--- src/rtl/ints2float.sv ---
// Integer-to-binary32 converter for FCVT.S.W / FCVT.S.WU.
// An iterative byte/bit normaliser feeds a single rounding step; one operation is in flight at a time.
module ints2float (
    input  logic        clk,
    input  logic        reset_n,
    input  logic        flush,
    input  logic        in_valid,
    output logic        in_ready,
    input  logic [31:0] int_in,
    input  logic        is_signed,
    input  logic [2:0]  rm,
    output logic        out_valid,
    input  logic        out_ready,
    output logic [31:0] result,
    output logic        fflag_nx
);

    typedef enum logic [2:0] {
        IDLE  = 3'd0,
        ABS   = 3'd1,
        NORM  = 3'd2,
        ROUND = 3'd3,
        DONE  = 3'd4
    } state_t;

    localparam logic [2:0] RM_RNE = 3'b000;
    localparam logic [2:0] RM_RTZ = 3'b001;
    localparam logic [2:0] RM_RDN = 3'b010;
    localparam logic [2:0] RM_RUP = 3'b011;
    localparam logic [2:0] RM_RMM = 3'b100;

    localparam logic [7:0] EXP_TOP = 8'd158;  // biased exponent of a value with bit 31 set

    state_t      state;
    logic [31:0] mag;
    logic [7:0]  exp;
    logic        sign;
    logic        op_signed;
    logic [2:0]  rm_q;
    logic [31:0] result_q;
    logic        nx_q;

    logic        negate;
    logic        lsb;
    logic        guard;
    logic        sticky;
    logic        inexact;
    logic        round_up;
    logic [30:0] rounded;

    // The operand is captured raw; its sign is only resolved in ABS.
    assign negate = op_signed & mag[31];

    // NOTE: every signal driven here gets a default first, so no latch can be inferred.
    always_comb begin
        lsb      = mag[8];
        guard    = mag[7];
        sticky   = |mag[6:0];
        inexact  = guard | sticky;
        round_up = 1'b0;
        case (rm_q)
            RM_RNE:  round_up = guard & (sticky | lsb);
            RM_RTZ:  round_up = 1'b0;
            RM_RDN:  round_up = inexact & sign;
            RM_RUP:  round_up = inexact & ~sign;
            RM_RMM:  round_up = guard;
            default: round_up = guard & (sticky | lsb);
        endcase
        // A mantissa carry ripples straight into the exponent field.
        rounded = {exp, mag[30:8]} + {30'd0, round_up};
    end

    // NOTE: all state uses non-blocking assignments so every register sees pre-edge values.
    always_ff @(posedge clk or negedge reset_n) begin
        if (!reset_n) begin
            state     <= IDLE;
            mag       <= 32'd0;
            exp       <= 8'd0;
            sign      <= 1'b0;
            op_signed <= 1'b0;
            rm_q      <= 3'd0;
            result_q  <= 32'd0;
            nx_q      <= 1'b0;
        end else if (flush) begin
            state <= IDLE;
        end else begin
            case (state)
                IDLE: begin
                    if (in_valid) begin
                        mag       <= int_in;
                        op_signed <= is_signed;
                        rm_q      <= rm;
                        state     <= ABS;
                    end
                end
                ABS: begin
                    sign <= negate;
                    mag  <= negate ? (~mag + 32'd1) : mag;
                    exp  <= EXP_TOP;
                    if (mag == 32'd0) begin
                        result_q <= 32'd0;
                        nx_q     <= 1'b0;
                        state    <= DONE;
                    end else begin
                        state <= NORM;
                    end
                end
                NORM: begin
                    if (mag[31]) begin
                        state <= ROUND;
                    end else if (mag[31:24] == 8'd0) begin
                        mag <= {mag[23:0], 8'd0};
                        exp <= exp - 8'd8;
                    end else begin
                        mag <= {mag[30:0], 1'b0};
                        exp <= exp - 8'd1;
                    end
                end
                ROUND: begin
                    result_q <= {sign, rounded};
                    nx_q     <= inexact;
                    state    <= DONE;
                end
                DONE: begin
                    if (out_ready) begin
                        state <= IDLE;
                    end
                end
                default: state <= IDLE;
            endcase
        end
    end

    assign in_ready  = (state == IDLE);
    assign out_valid = (state == DONE);
    assign result    = result_q;
    assign fflag_nx  = nx_q;

endmodule

--- config.mk ---
export PLATFORM = sky130hd
export DESIGN_NAME = ints2float
export DESIGN_NICKNAME = d
export VERILOG_FILES = /design/src/rtl/ints2float.sv
export SDC_FILE = /design/constraint.sdc
export NUM_CORES = 1
export LEC_CHECK = 0
export CAP_MARGIN = 40
export CORE_MARGIN = 2
export CORE_UTILIZATION = 35
export CTS_CLUSTER_SIZE = 30
export DETAILED_ROUTE_END_ITERATION = 10
export PLACE_DENSITY = 0.55
export SYNTH_ARGS = -nofsm -noshare
export SYNTH_HDL_FRONTEND = slang
export SYNTH_SLANG_ARGS = --single-unit
--- constraint.sdc ---
create_clock -name clk -period 8.4 [get_ports clk]
set_input_delay 1.26 -clock clk [delete_from_list [all_inputs] [get_ports clk]]
set_output_delay 1.26 -clock clk [all_outputs]
set_load 0.02 [all_outputs]
==> results by group <==
Outcome
  – Status: complete, no violations

Worst setup path
  – Startpoint Class: flip-flop
  – Crit Path Class: flip-flop to flip-flop
  – Cells along the critical path: inv_1 -> ha_1 -> nor3b_1 -> nand3b_1 -> a211o_1 -> a21oi_1 -> nor2_1 -> ha_1 -> nand2_1 -> nor3_1 -> xor2_1 -> a22o_1
  – Worst path required time: 8.64 ns
  – Most used cell, CP: ha_1
  – CP Data Arrival Time: 3.77 ns
  – Critical Path Slowest Stage Cell: nor3b_1
  – Critical Path Max Stage Delay: 0.60 ns
  – CP Max Fanout: 11
  – Critical path endpoint category: flip-flop
  – Buf/Inv on CP: 1
  – Top delay family on crit path: simple AND/OR/NAND/NOR gates

Min path
  – Hold WC Path Type: flip-flop to flip-flop

CTS
  – Clock latency on the worst-skew pair: 0.35 ns
  – Total CTS buffers: 9
  – Root Driver: clkbuf_16
  – Worst-path clk slew: 0.06 ns
  – Setup repair bufs after CTS: 0
  – Bufs on Longest Clock Path: 2
  – Cts repair resizes: 0
  – CTS tree: yes
  – Clock sinks: 81
  – Hold-fix buffers, CTS: 0
  – H-tree levels: 3

Placed design
  – Buffers on Ports: 75
  – Gpl congestion: 0.856
  – Dpl cell area: 6350 um2
  – Setup WS pre-CTS: 4.88 ns
  – Hpwl dp: 12000 um

STA
  – Fin. Hold Viols: 0
  – Period utilization: 0.421
  – Worst Tran Pin Value: 0.916 ns
  – Final setup margin: 4.86 ns
  – Setup TNS: 0 ns
  – Slew headroom: 0.385
  – Final Slew Violations: 0
  – Final clock skew: 0.00381 ns
  – Minimum clock period: 3.54 ns
  – Finish-stage setup viols: 0
  – Max Freq: 283 MHz
  – RSZ-0062 raised after global routing: no

Floorplanning
  – Chip height: 129 um
  – Die X: 129 um
  – Core area: 15300 um2
  – Top Ports: 76
  – Core Rows: 45
  – Die Area: 16700 um2
  – Initial Utilization: 0.360

Synthesis
  – YS warnings: 0
  – Synth Flop Type: dfrtp_1
  – Register bit total from synthesis: 81
  – EDFF count, synth: 0
  – Syn Std Cell Area: 5500 um2
  – Mean Syn Cell Area: 8.83 um2
  – Register area share after synthesis: 0.369
  – Syn Nets: 670
  – Ys async rst share: 1.00
  – Gate Count Post-Synth: 622
  – Count of different cell masters after synthesis: 69

Detailed routing
  – ANT nets after route: 0
  – DR WL/cell: 19.8 um
  – Drt via density: 5.92
  – Drt total wl: 17200 um
  – Iteration-0 DRC Markers: 427
  – Vias: 5165
  – Pre-antenna DRT Iters: 6
  – Drt drc: 0

Layout
  – Area added between synthesis and finish: 21.1%
  – Nets: 704
  – Final standard cell area without fillers: 6650 um2
  – Ant. Diodes: 0
  – Layout cell share with drive strength beyond 1: 0.0908

Global route
  – Initial antenna violation count: 0
  – Largest net degree at the start of global routing: 55
  – Global-route wire length before repair: 27400 um
  – Vias in the first global route: 4895
  – GRT Total Usage: 0.213
  – GRT overflow: 0

Power
  – Max VDD drop: 0.000134 V
  – Power Dens Cells: 320 nW/um2
  – Leak: 2.50 nW

Run
  – Max-cap violations: 0
## area by class of cell
type	instances	area, um2
flip-flops and latches	81	2030
multi-input cells	462	3140
inverters	18	67.6
clock inverters	3	22.5
fillers	1537	8610
well taps	211	264
clock buffers	13	280
repair buffers	84	851
## synth_stat cells, drive strengths merged (15+ instances only)
library cell	instances	area (um2)
a21oi	20	100
a22o	29	255
buf	17	123
clkbuf	44	165
dfrtp	81	2030
inv	18	67.6
mux2	15	169
nand2	49	184
nand3	24	133
nor2	43	164
nor3	23	115
nor4	19	153
o21ai	49	245
xnor2	24	210
## metrics by stage
stage | util | hold slack, ns | instances | total power [mW]
after floorplan | - | 0.487 | 622 | 1.38
after global placement | 0.412 | 0.487 | 853 | 1.70
after detailed placement | 0.416 | 0.482 | 856 | 1.72
after CTS | 0.436 | 0.500 | 872 | 2.13
after global routing | 0.436 | 0.528 | 872 | 2.27
final | 0.436 | 0.497 | 872 | 2.13
## cell usage in the layout (no fill, tap or decap), types with 18 or more instances in the layout
cell type and instances:
nor2_1 41, inv_1 18, nor3_1 23, nand2_1 49, clkdlybuf4s50_1 74, xnor2_1 24, o21ai_0 49, dfrtp_1 81
a22o_1 28, a21oi_1 20, nand3_1 23
## worst reg2reg max path, cell delays in order (launching register included)
cell      delay (ns)
dfrtp_1         0.43
inv_1           0.12
ha_1            0.20
nor3b_1         0.60
nand3b_1        0.28
a211o_1         0.33
a21oi_1         0.14
nor2_1          0.13
ha_1            0.28
nand2_1         0.32
nor3_1          0.20
xor2_1          0.20
a22o_1          0.20
## flip-flops by register name, indices dropped and copies added (netlist names)
signal     cells
op_signed      1
fflag_nx       1
sign           1
rm_q           3
state          3
exp            8
mag           32
result        32
## per-layer routing
metal,wire [um],GRT usage,vias up
li1,-,-,2428
met1,7980,0.298,2497
met2,7800,0.335,218
met3,1110,0.0351,22
met4,337,0.0735,0
met5,0,0,-
## power by group
part | total [mW] | leakage (nW) | switching (mW) | internal (mW)
Clock | 0.401 | 0.140 | 0.169 | 0.233
Combinational | 0.893 | 1.35 | 0.465 | 0.428
Sequential | 0.838 | 1.01 | 0.295 | 0.543
## worst paths after layout
| path | start | endpoint | slack, ns | cells after the start |
|---|---|---|---|---|
| min reg2reg | result[28] | result[28] | 0.50 | 1 |
| min in group asynchronous | reset_n | mag[7] | 0.84 | 1 |
| min | result[28] | result[28] | 0.50 | 1 |
| max in group asynchronous | reset_n | mag[11] | 6.94 | 2 |
| max | mag[1] | result[16] | 4.86 | 12 |
| max reg2reg | mag[1] | result[16] | 4.86 | 12 |
## cell families after synthesis
group	Yosys count	synth area share
adder cells (fa/ha/maj)	7	0.0159
AO/OA/AOI/OAI	188	0.244
buffers and inverters	79	0.0647
flip-flops	81	0.369
XOR/XNOR	37	0.0590
AND/OR/NAND/NOR	214	0.215
multiplexers	16	0.0326
No activity file was read; power rests on OpenSTA's default activity.
